**config.mk**
```make
export PLATFORM = sky130hd
export DESIGN_NAME = vector_op
export DESIGN_NICKNAME = d
export VERILOG_FILES = /design/src/rtl/vector_op_pkg.sv /design/src/rtl/vector_lane_mul.sv /design/src/rtl/vector_op.sv
export SDC_FILE = /design/constraint.sdc
export NUM_CORES = 1
export LEC_CHECK = 0
export CAP_MARGIN = 10
export CORE_MARGIN = 5
export CORE_UTILIZATION = 40
export CTS_BUF_LIST = sky130_fd_sc_hd__clkbuf_4
export DETAILED_ROUTE_END_ITERATION = 12
export HOLD_SLACK_MARGIN = 0.02
export MAX_ROUTING_LAYER = met4
export PLACE_DENSITY_LB_ADDON = 0.3
export SYNTH_ARGS = -nofsm -noshare
export SYNTH_HDL_FRONTEND = slang
export SYNTH_HIERARCHICAL = 1
export SYNTH_SLANG_ARGS = --single-unit
```
**constraint.sdc**
```tcl
create_clock -name clk -period 8.5 [get_ports clk]
set_clock_uncertainty 0.2 [all_clocks]
set_input_delay 1.7 -clock clk [delete_from_list [all_inputs] [get_ports clk]]
set_output_delay 1.7 -clock clk [all_outputs]
set_load 0.02 [all_outputs]
```
**src/rtl/vector_op_pkg.sv**
```systemverilog
// Shared types and result-narrowing helpers for vector_op.
// VECTOR_OP_SATURATE_EN selects clamping on narrowing; otherwise results wrap.
package vector_op_pkg;

    typedef enum logic {IDLE, RUN} state_t;
    typedef enum logic {MODE_ELEM, MODE_DOT} mode_t;

    // Products and sums are widened to this width before range checks.
    localparam int WIDE_W = 64;
    typedef logic signed [WIDE_W-1:0] wide_t;

    function automatic wide_t range_max(input int width);
        return (wide_t'(1) <<< (width - 1)) - wide_t'(1);
    endfunction

    function automatic wide_t range_min(input int width);
        return -(wide_t'(1) <<< (width - 1));
    endfunction

    function automatic logic out_of_range(input wide_t value, input int width);
        return (value > range_max(width)) || (value < range_min(width));
    endfunction

    // Result is returned sign-extended so callers can simply take the low bits.
    function automatic wide_t narrow(input wide_t value, input int width);
        wide_t res;
`ifdef VECTOR_OP_SATURATE_EN
        if (value > range_max(width)) begin
            res = range_max(width);
        end else if (value < range_min(width)) begin
            res = range_min(width);
        end else begin
            res = value;
        end
`else
        res = (value <<< (WIDE_W - width)) >>> (WIDE_W - width);
`endif
        return res;
    endfunction

endpackage

```
**src/rtl/vector_lane_mul.sv**
```systemverilog
// One lane of vector_op: signed multiply, fixed-point shift, narrowing and
// overflow detection (narrowing mode follows VECTOR_OP_SATURATE_EN).
module vector_lane_mul
    import vector_op_pkg::*;
#(
    parameter int A_CELL_WIDTH      = 8,
    parameter int B_CELL_WIDTH      = 8,
    parameter int RESULT_CELL_WIDTH = 8,
    parameter int FRACTION          = 4
) (
    input  logic [A_CELL_WIDTH-1:0]                     a,
    input  logic [B_CELL_WIDTH-1:0]                     b,
    output logic signed [A_CELL_WIDTH+B_CELL_WIDTH-1:0] product,
    output logic [RESULT_CELL_WIDTH-1:0]                narrowed,
    output logic                                        overflow
);

    localparam int P_W = A_CELL_WIDTH + B_CELL_WIDTH;

    logic signed [P_W-1:0]    a_ext;
    logic signed [P_W-1:0]    b_ext;
    logic signed [P_W-1:0]    full;
    logic signed [WIDE_W-1:0] wide;

    assign a_ext = {{B_CELL_WIDTH{a[A_CELL_WIDTH-1]}}, a};
    assign b_ext = {{A_CELL_WIDTH{b[B_CELL_WIDTH-1]}}, b};
    assign full  = a_ext * b_ext;

    // The unnarrowed product feeds the dot accumulator.
    assign product  = full >>> FRACTION;
    assign wide     = WIDE_W'(product);
    assign narrowed = RESULT_CELL_WIDTH'(narrow(wide, RESULT_CELL_WIDTH));
    assign overflow = out_of_range(wide, RESULT_CELL_WIDTH);

endmodule

```
**src/rtl/vector_op.sv**
```systemverilog
// Lane-wise fixed-point vector multiplier with optional dot product, TILING lanes
// per cycle. Narrowing saturates when VECTOR_OP_SATURATE_EN is defined, else wraps.
module vector_op
    import vector_op_pkg::*;
#(
    parameter int VECTOR_LEN        = 5,
    parameter int A_CELL_WIDTH      = 8,
    parameter int B_CELL_WIDTH      = 8,
    parameter int RESULT_CELL_WIDTH = 8,
    parameter int FRACTION          = 4,
    parameter int TILING            = 1
) (
    input  logic                                    clk,
    input  logic                                    rst_n,
    input  logic                                    start,
    input  logic                                    mode,
    input  logic [VECTOR_LEN*A_CELL_WIDTH-1:0]      a,
    input  logic [VECTOR_LEN*B_CELL_WIDTH-1:0]      b,
    output logic [VECTOR_LEN*RESULT_CELL_WIDTH-1:0] result,
    output logic [RESULT_CELL_WIDTH-1:0]            dot,
    output logic                                    busy,
    output logic                                    valid,
    output logic                                    error,
    output logic [VECTOR_LEN-1:0]                   overflow_mask
);

    localparam int P_W   = A_CELL_WIDTH + B_CELL_WIDTH;
    localparam int ACC_W = P_W + $clog2(VECTOR_LEN);
    localparam int CNT_W = $clog2(VECTOR_LEN + TILING + 1);

    state_t                              state;
    state_t                              next_state;
    mode_t                               mode_reg;
    logic [VECTOR_LEN*A_CELL_WIDTH-1:0]  a_reg;
    logic [VECTOR_LEN*B_CELL_WIDTH-1:0]  b_reg;
    logic [CNT_W-1:0]                    counter;
    logic signed [ACC_W-1:0]             acc;
    logic                                dot_overflow;

    logic [A_CELL_WIDTH-1:0]             tile_a [TILING];
    logic [B_CELL_WIDTH-1:0]             tile_b [TILING];
    logic [TILING-1:0]                   tile_active;
    logic signed [P_W-1:0]               tile_product [TILING];
    logic [RESULT_CELL_WIDTH-1:0]        tile_narrowed [TILING];
    logic [TILING-1:0]                   tile_overflow;

    logic [VECTOR_LEN-1:0]               lane_write;
    logic [VECTOR_LEN-1:0]               lane_overflow;
    logic [RESULT_CELL_WIDTH-1:0]        lane_data [VECTOR_LEN];

    logic signed [ACC_W-1:0]             tile_sum;
    logic signed [ACC_W-1:0]             acc_next;
    logic signed [WIDE_W-1:0]            acc_wide;
    logic                                last_tile;

    // Gather operands for the lanes of the current tile; lanes past the end stay idle.
    always_comb begin
        for (int t = 0; t < TILING; t++) begin
            tile_a[t]      = '0;
            tile_b[t]      = '0;
            tile_active[t] = (counter + CNT_W'(t)) < CNT_W'(VECTOR_LEN);
            for (int k = 0; k < VECTOR_LEN; k++) begin
                if ((counter + CNT_W'(t)) == CNT_W'(k)) begin
                    tile_a[t] = a_reg[k*A_CELL_WIDTH +: A_CELL_WIDTH];
                    tile_b[t] = b_reg[k*B_CELL_WIDTH +: B_CELL_WIDTH];
                end
            end
        end
    end

    for (genvar t = 0; t < TILING; t++) begin : g_lane
        vector_lane_mul #(
            .A_CELL_WIDTH      (A_CELL_WIDTH),
            .B_CELL_WIDTH      (B_CELL_WIDTH),
            .RESULT_CELL_WIDTH (RESULT_CELL_WIDTH),
            .FRACTION          (FRACTION)
        ) u_lane (
            .a        (tile_a[t]),
            .b        (tile_b[t]),
            .product  (tile_product[t]),
            .narrowed (tile_narrowed[t]),
            .overflow (tile_overflow[t])
        );
    end

    // Scatter tile results back onto their vector lane positions.
    always_comb begin
        lane_write    = '0;
        lane_overflow = '0;
        for (int k = 0; k < VECTOR_LEN; k++) begin
            lane_data[k] = '0;
        end
        for (int k = 0; k < VECTOR_LEN; k++) begin
            for (int t = 0; t < TILING; t++) begin
                if (tile_active[t] && ((counter + CNT_W'(t)) == CNT_W'(k))) begin
                    lane_write[k]    = 1'b1;
                    lane_data[k]     = tile_narrowed[t];
                    lane_overflow[k] = tile_overflow[t];
                end
            end
        end
    end

    always_comb begin
        tile_sum = '0;
        for (int t = 0; t < TILING; t++) begin
            if (tile_active[t]) begin
                tile_sum = tile_sum + ACC_W'(tile_product[t]);
            end
        end
        acc_next  = acc + tile_sum;
        acc_wide  = WIDE_W'(acc_next);
        last_tile = (counter + CNT_W'(TILING)) >= CNT_W'(VECTOR_LEN);
    end

    always_ff @(posedge clk or negedge rst_n) begin
        if (!rst_n) begin
            state <= IDLE;
        end else begin
            state <= next_state;
        end
    end

    always_comb begin
        next_state = state;
        busy       = 1'b0;
        case (state)
            IDLE: begin
                if (start) begin
                    next_state = RUN;
                end
            end
            RUN: begin
                busy = 1'b1;
                if (last_tile) begin
                    next_state = IDLE;
                end
            end
            default: next_state = IDLE;
        endcase
    end

    // Operand latch on accept, then per-tile result/flag/accumulator updates.
    always_ff @(posedge clk or negedge rst_n) begin
        if (!rst_n) begin
            a_reg         <= '0;
            b_reg         <= '0;
            mode_reg      <= MODE_ELEM;
            counter       <= '0;
            acc           <= '0;
            dot_overflow  <= 1'b0;
            result        <= '0;
            dot           <= '0;
            valid         <= 1'b0;
            overflow_mask <= '0;
        end else if (state == IDLE) begin
            if (start) begin
                a_reg         <= a;
                b_reg         <= b;
                mode_reg      <= mode_t'(mode);
                counter       <= '0;
                acc           <= '0;
                dot_overflow  <= 1'b0;
                valid         <= 1'b0;
                overflow_mask <= '0;
            end
        end else begin
            for (int k = 0; k < VECTOR_LEN; k++) begin
                if (lane_write[k]) begin
                    result[k*RESULT_CELL_WIDTH +: RESULT_CELL_WIDTH] <= lane_data[k];
                    if (lane_overflow[k]) begin
                        overflow_mask[k] <= 1'b1;
                    end
                end
            end
            counter <= counter + CNT_W'(TILING);
            if (mode_reg == MODE_DOT) begin
                acc <= acc_next;
            end
            if (last_tile) begin
                valid <= 1'b1;
                if (mode_reg == MODE_DOT) begin
                    dot          <= RESULT_CELL_WIDTH'(narrow(acc_wide, RESULT_CELL_WIDTH));
                    dot_overflow <= out_of_range(acc_wide, RESULT_CELL_WIDTH);
                end else begin
                    dot          <= '0;
                    dot_overflow <= 1'b0;
                end
            end
        end
    end

    assign error = (|overflow_mask) | dot_overflow;

endmodule

```
==> results.py, run 1 <==
metrics = {
    "outcome": {
        "status": "finished clean",
    },
    "die": {
        "core_sq_um": 25800,
        "core.rowCount": 59,
        "io_pins": 140,
        "dieHeight_um": 171,
        "start_util_pct": 40.3,
        "die-area_sq_um": 29300,
        "fp.dieW_um": 171,
    },
    "final_layout": {
        "syn_to_final_growth_pct": 28.5,
        "antennaDiodeCount": 0,
        "layout_commonest_cell": "nand2_1",
        "layout.cells.non_filler": 1652,
        "fillers": 2387,
        "drive_above_1_share_pct": 17.5,
        "nNetsFinal": 1495,
        "final_area_sq_um": 13400,
        "final_cell_mix": "nand2_1, dfrtp_1, clkdlybuf4s50_1",
    },
    "critical_path": {
        "max_stage_delay_ns": 0.58,
        "crit_type": "reg2reg",
        "crit_fanout": 18,
        "start_kind": "flip-flop",
        "slowest_stage": "or4b_4",
        "end_kind": "flip-flop",
        "crit_arrival_ns": 8.50,
        "crit_top_cell": "inv_1",
        "rr_worst_depth": 35,
        "critPathRequiredTime_ns": 8.78,
    },
    "synth": {
        "async_reset_ff_share_pct": 100,
        "synth.top_cell.area_share_pct": 38.2,
        "yosysUniqueCellTypes": 61,
        "syn_inst": 1138,
        "synth_flop_cell": "dfrtp_1",
        "synth_edf_count": 0,
        "ys_seq_area_share_pct": 38.2,
        "synth_area_leader_cell": "dfrtp_1",
        "synth_area_per_cell_sq_um": 9.15,
        "syn-cell-area_sq_um": 10400,
        "syn_nets": 1328,
        "synth-seq-cells": 159,
        "ys_warn_count": 6,
        "synth_area_leaders": "dfrtp_1, nand2_1, fa_1, ha_1, mux2_2",
    },
    "clock_tree": {
        "clock_path_buffers": 2,
        "cts_buffers": 17,
        "numClockSinks": 159,
        "cts_tree": "built",
        "path_clk_slew_ns": 0.15,
        "root_buffer": "clkbuf_4",
        "htreeDepth": 4,
        "cts-hold-fix-buffers": 0,
        "clk_latency_ns": 0.58,
    },
    "drt": {
        "num_vias": 8436,
        "drt_wl_total_mm": 28.3,
        "vias_per_cell": 5.11,
        "drtIter0Drc": 573,
        "drcViolationCount": 0,
        "ant_nets": 0,
        "wl_per_cell_um": 17.1,
        "dr.pass1.iters": 5,
    },
    "placed_design": {
        "dpl.hpwl_mm": 20.7,
        "placed_area_sq_um": 12300,
        "dp.cells": 1599,
        "port_buffers": 139,
        "place.gp.congestion": 0.907,
    },
    "hold_path": {
        "whs_path_depth": 2,
        "min_path_type": "reg2reg",
    },
    "global_routing": {
        "grt_util_all_layers_pct": 19.4,
        "overflow": 0,
        "grt_antenna_before_repair": 0,
        "grt_pass1_wl_mm": 44.0,
        "grt_max_degree": 88,
        "grt_pass1_vias": 8286,
    },
    "timing": {
        "tns_ns": 0,
        "hold_slack_ns": 0.291,
        "setup_violations": 0,
        "timing.fmax_ghz": 0.122,
        "slew_viol_final": 0,
        "finalHoldViolations": 0,
        "period_share_pct": 96.7,
        "worst_slew_pin_slew_ns": 0.973,
        "period_needed_ns": 8.22,
        "maxSlewHeadroom_pct": 35.1,
    },
    "job": {
        "max_cap_violations": 0,
    },
}
[layer usage]
| metal | global-route usage [%] | part of all wire [%] | vias to the layer above |
|---|---|---|---|
| met1 | 26.4 | 46 | 4100 |
| li1 | - | - | 4086 |
| met2 | 31.3 | 48 | 220 |
| met5 | - | 0 | - |
| met3 | 2.55 | 4.9 | 30 |
| met4 | 4.44 | 1.6 | 0 |
[what timing repair did]
action                                 4_1_cts  5_1_grt
setup endpoints to repair                    1        4
setup buffers                                8       17
resized for setup                           27       91
endpoints found under the hold margin        0        0
gates cloned                                 0        0
pin swaps                                    9       36
[cells in the mapped netlist, types with 5 or more instances]
library cell	number
nand2_1	303
dfrtp_1	159
inv_1	98
and2_1	59
fa_1	55
ha_1	51
a21oi_1	47
mux2_2	42
clkbuf_1	39
o21ai_0	35
nor2_1	33
a221oi_1	20
a22o_1	20
nor3_1	20
xnor2_1	19
nor2b_1	14
buf_4	12
xor2_1	9
nand3_1	8
a21o_1	7
and3_1	7
o211ai_1	7
nand4_1	6
nand2b_1	5
o31ai_1	5
[path summary, 6_finish.rpt]
check,endpoint,slack (ns),startpoint
setup / recovery,dot_overflow,0.28,counter[0]
hold / removal,b_reg[25],0.29,b_reg[25]
setup reg to reg,dot_overflow,0.28,counter[0]
hold reg to reg,b_reg[25],0.29,b_reg[25]
max in group asynchronous,result[19],5.61,rst_n
min in group asynchronous,b_reg[32],0.98,rst_n
[worst max-delay path: cells and delay by family (launching register included)]
family                     cells  cell delay, ns
AOI/OAI and AO/OA              7            1.21
xor gates and xnor gates       1            0.20
adders and majority gates      7            2.85
buffers and inverters          9            0.98
DFF                            1            0.41
and+or+nand+nor               11            2.24
[cell type report]
cell class                      count  area [sq um]  share of cell area (%)
Multi-Input combinational cell    823          6340                    47.4
Timing Repair Buffer              206          1950                    14.6
Sequential cell                   159          3980                    29.7
Tap cell                          335           419                    3.13
Inverter                           98           368                    2.75
Clock buffer                       17           128                   0.954
Clock inverter                     14           191                    1.43
[logic make-up after synthesis]
kind of cell,after synthesis,synth area share [%]
compound gates,174,11.6
fa+ha+maj,106,16.7
flops,159,38.2
simple gates,471,20.3
buf+inv,156,6.10
mux,44,4.74
xor+xnor,28,2.36
[per-stage QoR]
step | worst slack (ns) | util [%]
floorplan | 0.0855 | -
global placement | -0.0979 | 47.8
detailed placement | -0.275 | 47.8
CTS | 0.0184 | 49.7
global route | -0.0558 | 51.8
finish | 0.280 | 51.8
Power of run 1 is not shown: default switching activity piles up to over one toggle a cycle in this logic, so the estimate is an artifact.
==> inputs of run 2 (changes only) <==
--- a/config.mk
+++ b/config.mk
@@ -5,7 +5,7 @@
 export SDC_FILE = /design/constraint.sdc
 export NUM_CORES = 1
 export LEC_CHECK = 0
-export CAP_MARGIN = 10
+export CAP_MARGIN = 20
 export CORE_MARGIN = 5
 export CORE_UTILIZATION = 40
 export CTS_BUF_LIST = sky130_fd_sc_hd__clkbuf_4
==> results of run 2 <==
The final DEF is identical to that of run 1; final timing and power are the same.
Power of run 2 is left out for the same reason.
==> inputs of run 3 (changes only) <==
--- a/config.mk
+++ b/config.mk
@@ -15,5 +15,4 @@
 export PLACE_DENSITY_LB_ADDON = 0.3
 export SYNTH_ARGS = -nofsm -noshare
 export SYNTH_HDL_FRONTEND = slang
-export SYNTH_HIERARCHICAL = 1
 export SYNTH_SLANG_ARGS = --single-unit
==> run 3 against run 2 <==
  * Critical path type unchanged
  * Largest cell class unchanged
  * Sequential cell count unchanged
  * Global-route usage is 0.35 points lower
  * Die area decreased by 4.8%
  * Routed wire length is 8.0% lower
==> results.py, run 3 <==
metrics = {
    "clock_tree": {
        "cts-hold-fix-buffers": 0,
        "path_clk_slew_ns": 0.15,
        "cts_tree": "built",
        "root_buffer": "clkbuf_4",
        "htreeDepth": 4,
        "clock_path_buffers": 2,
        "cts_buffers": 17,
        "numClockSinks": 159,
        "clk_latency_ns": 0.59,
    },
    "drt": {
        "ant_nets": 0,
        "drcViolationCount": 0,
        "wl_per_cell_um": 16.0,
        "drt_wl_total_mm": 26.1,
        "num_vias": 8305,
        "dr.pass1.iters": 8,
        "drtIter0Drc": 577,
        "vias_per_cell": 5.10,
    },
    "synth": {
        "yosysUniqueCellTypes": 56,
        "ys_warn_count": 0,
        "synth_compound_area_share_pct": 13.0,
        "synth_area_leaders": "dfrtp_1, nand2_1, fa_1, ha_1, inv_1",
        "synth-simple-area-share_pct": 20.3,
        "async_reset_ff_share_pct": 100,
        "synthAdderAreaFrac_pct": 16.9,
        "synth_area_leader_cell": "dfrtp_1",
        "synth_edf_count": 0,
        "syn_inst": 1105,
        "synth_most_common_cell": "nand2_1",
        "synth_xor_area_share_pct": 2.84,
        "syn-cell-area_sq_um": 9870,
        "synth_flop_cell": "dfrtp_1",
        "syn_nets": 1289,
        "synth_area_per_cell_sq_um": 8.94,
        "synthMuxAreaShare_pct": 1.56,
        "synthTopCellsByCount": "nand2_1, dfrtp_1, inv_1",
        "synth.top_cell.area_share_pct": 40.3,
        "synth_top_family_by_area": "simple AND/OR/NAND/NOR gates",
        "synth-seq-cells": 159,
        "ys_seq_area_share_pct": 40.3,
    },
    "critical_path": {
        "rr_worst_depth": 35,
        "critical_path_buf_inv_count": 8,
        "crit_type": "reg2reg",
        "slowest_stage": "fa_1",
        "max_stage_delay_ns": 0.54,
        "end_kind": "flip-flop",
        "crit_arrival_ns": 8.46,
        "crit_family": "adder cells",
        "critPathRequiredTime_ns": 8.75,
        "start_kind": "flip-flop",
        "crit_top_cell": "fa_1",
        "crit_fanout": 8,
        "worst-path-stages": 35,
    },
    "placed_design": {
        "place_ws_ns": -0.139,
        "place.gp.congestion": 0.893,
        "port_buffers": 139,
        "dp.cells": 1573,
        "dpl.hpwl_mm": 19.7,
    },
    "die": {
        "die-area_sq_um": 27900,
        "core.rowCount": 57,
        "start_util_pct": 40.6,
        "fp.dieW_um": 167,
        "dieHeight_um": 167,
        "io_pins": 140,
        "core_sq_um": 24300,
    },
    "final_layout": {
        "final_cell_mix": "nand2_1, dfrtp_1, clkdlybuf4s50_1",
        "drive_above_1_share_pct": 13.5,
        "fillers": 2265,
        "layout.cells.non_filler": 1627,
        "syn_to_final_growth_pct": 27.5,
        "antennaDiodeCount": 0,
        "nNetsFinal": 1474,
        "layout_commonest_cell": "nand2_1",
    },
    "outcome": {
        "status": "finished clean",
    },
    "global_routing": {
        "grt_antenna_before_repair": 0,
        "grt_pass1_wl_mm": 42.3,
        "grt_util_all_layers_pct": 19.1,
        "grt_pass1_vias": 8197,
        "overflow": 0,
        "grt_max_degree": 85,
    },
    "job": {
        "max_cap_violations": 0,
    },
    "timing": {
        "slew_viol_final": 0,
        "timing.fmax_ghz": 0.122,
        "maxSlewHeadroom_pct": 37.6,
        "setup_violations": 0,
        "period_share_pct": 96.6,
        "worst_slew_pin_slew_ns": 0.929,
        "period_needed_ns": 8.21,
        "worst_slack_ns": 0.289,
        "finalHoldViolations": 0,
    },
    "hold_path": {
        "min_path_type": "reg2reg",
        "whs_path_depth": 2,
    },
}
==> run 3: cell count changes after synthesis, sizes merged, moves of 28 or more <==
cell	delta
a21oi	-28
mux2	-31
nand2	+28
o21ai	+38
nor2	+44
and2	-51
==> run 3: timing repair <==
item,4_1_cts,5_1_grt
buffers inserted,6,14
cloned,0,1
endpoints found under the setup margin,1,9
pin swaps,0,17
resized for setup,10,54
==> run 3: area by class of cell <==
class                      count  area [sq um]  area share (%)
clock buffer                  19           143            1.13
multi-input combinational    809          5620            44.7
timing repair buffer         211          1990            15.8
clock inverter                13           105           0.835
tap                          324           405            3.22
sequential                   159          3980            31.6
inverter                      92           345            2.74
==> run 3: kinds of logic after synthesis <==
group | after synthesis
simple gates | 479
compound gates | 184
flops | 159
buf+inv | 137
fa+ha+maj | 100
xor+xnor | 32
mux | 14
==> run 3: final timing paths <==
| path | from | end | slack (ns) |
|---|---|---|---|
| setup / recovery | counter[0] | dot_overflow | 0.29 |
| hold reg to reg | b_reg[20] | b_reg[20] | 0.29 |
| min in group asynchronous | rst_n | a_reg[30] | 0.92 |
| setup reg to reg | counter[0] | dot_overflow | 0.29 |
| max in group asynchronous | rst_n | result[29] | 6.07 |
| hold / removal | b_reg[20] | b_reg[20] | 0.29 |
==> run 3: worst register-to-register path: cells and delay by family (launching register included) <==
family,cells,cell delay [ns]
adders and majority gates,7,2.88
buffers and inverters,8,0.92
xor gates and xnor gates,1,0.29
DFF,1,0.44
AOI/OAI and AO/OA,10,1.69
and+or+nand+nor,9,1.65
==> run 3: metrics by stage <==
stage | hold slack, ns | TNS (ns) | util, % | area, sq um
6_report | 0.292 | 0 | 51.8 | 12600
2_1_floorplan | 0.240 | 0 | - | 9880
3_3_place_gp | 0.258 | 0 | 49.0 | 11900
5_1_grt | 0.318 | -0.0961 | 51.8 | 12600
3_5_place_dp | 0.263 | -0.139 | 49.0 | 11900
4_1_cts | 0.295 | 0 | 50.3 | 12200
==> run 3: metal layers <==
metal	up-vias	share of wire [%]	GRT usage, %
li1	4026	-	-
met4	0	1.7	4.94
met2	263	48	30.5
met1	3981	45	25.6
met5	-	0	-
met3	35	5.3	3.06
Power of run 3 is left out for the same reason.
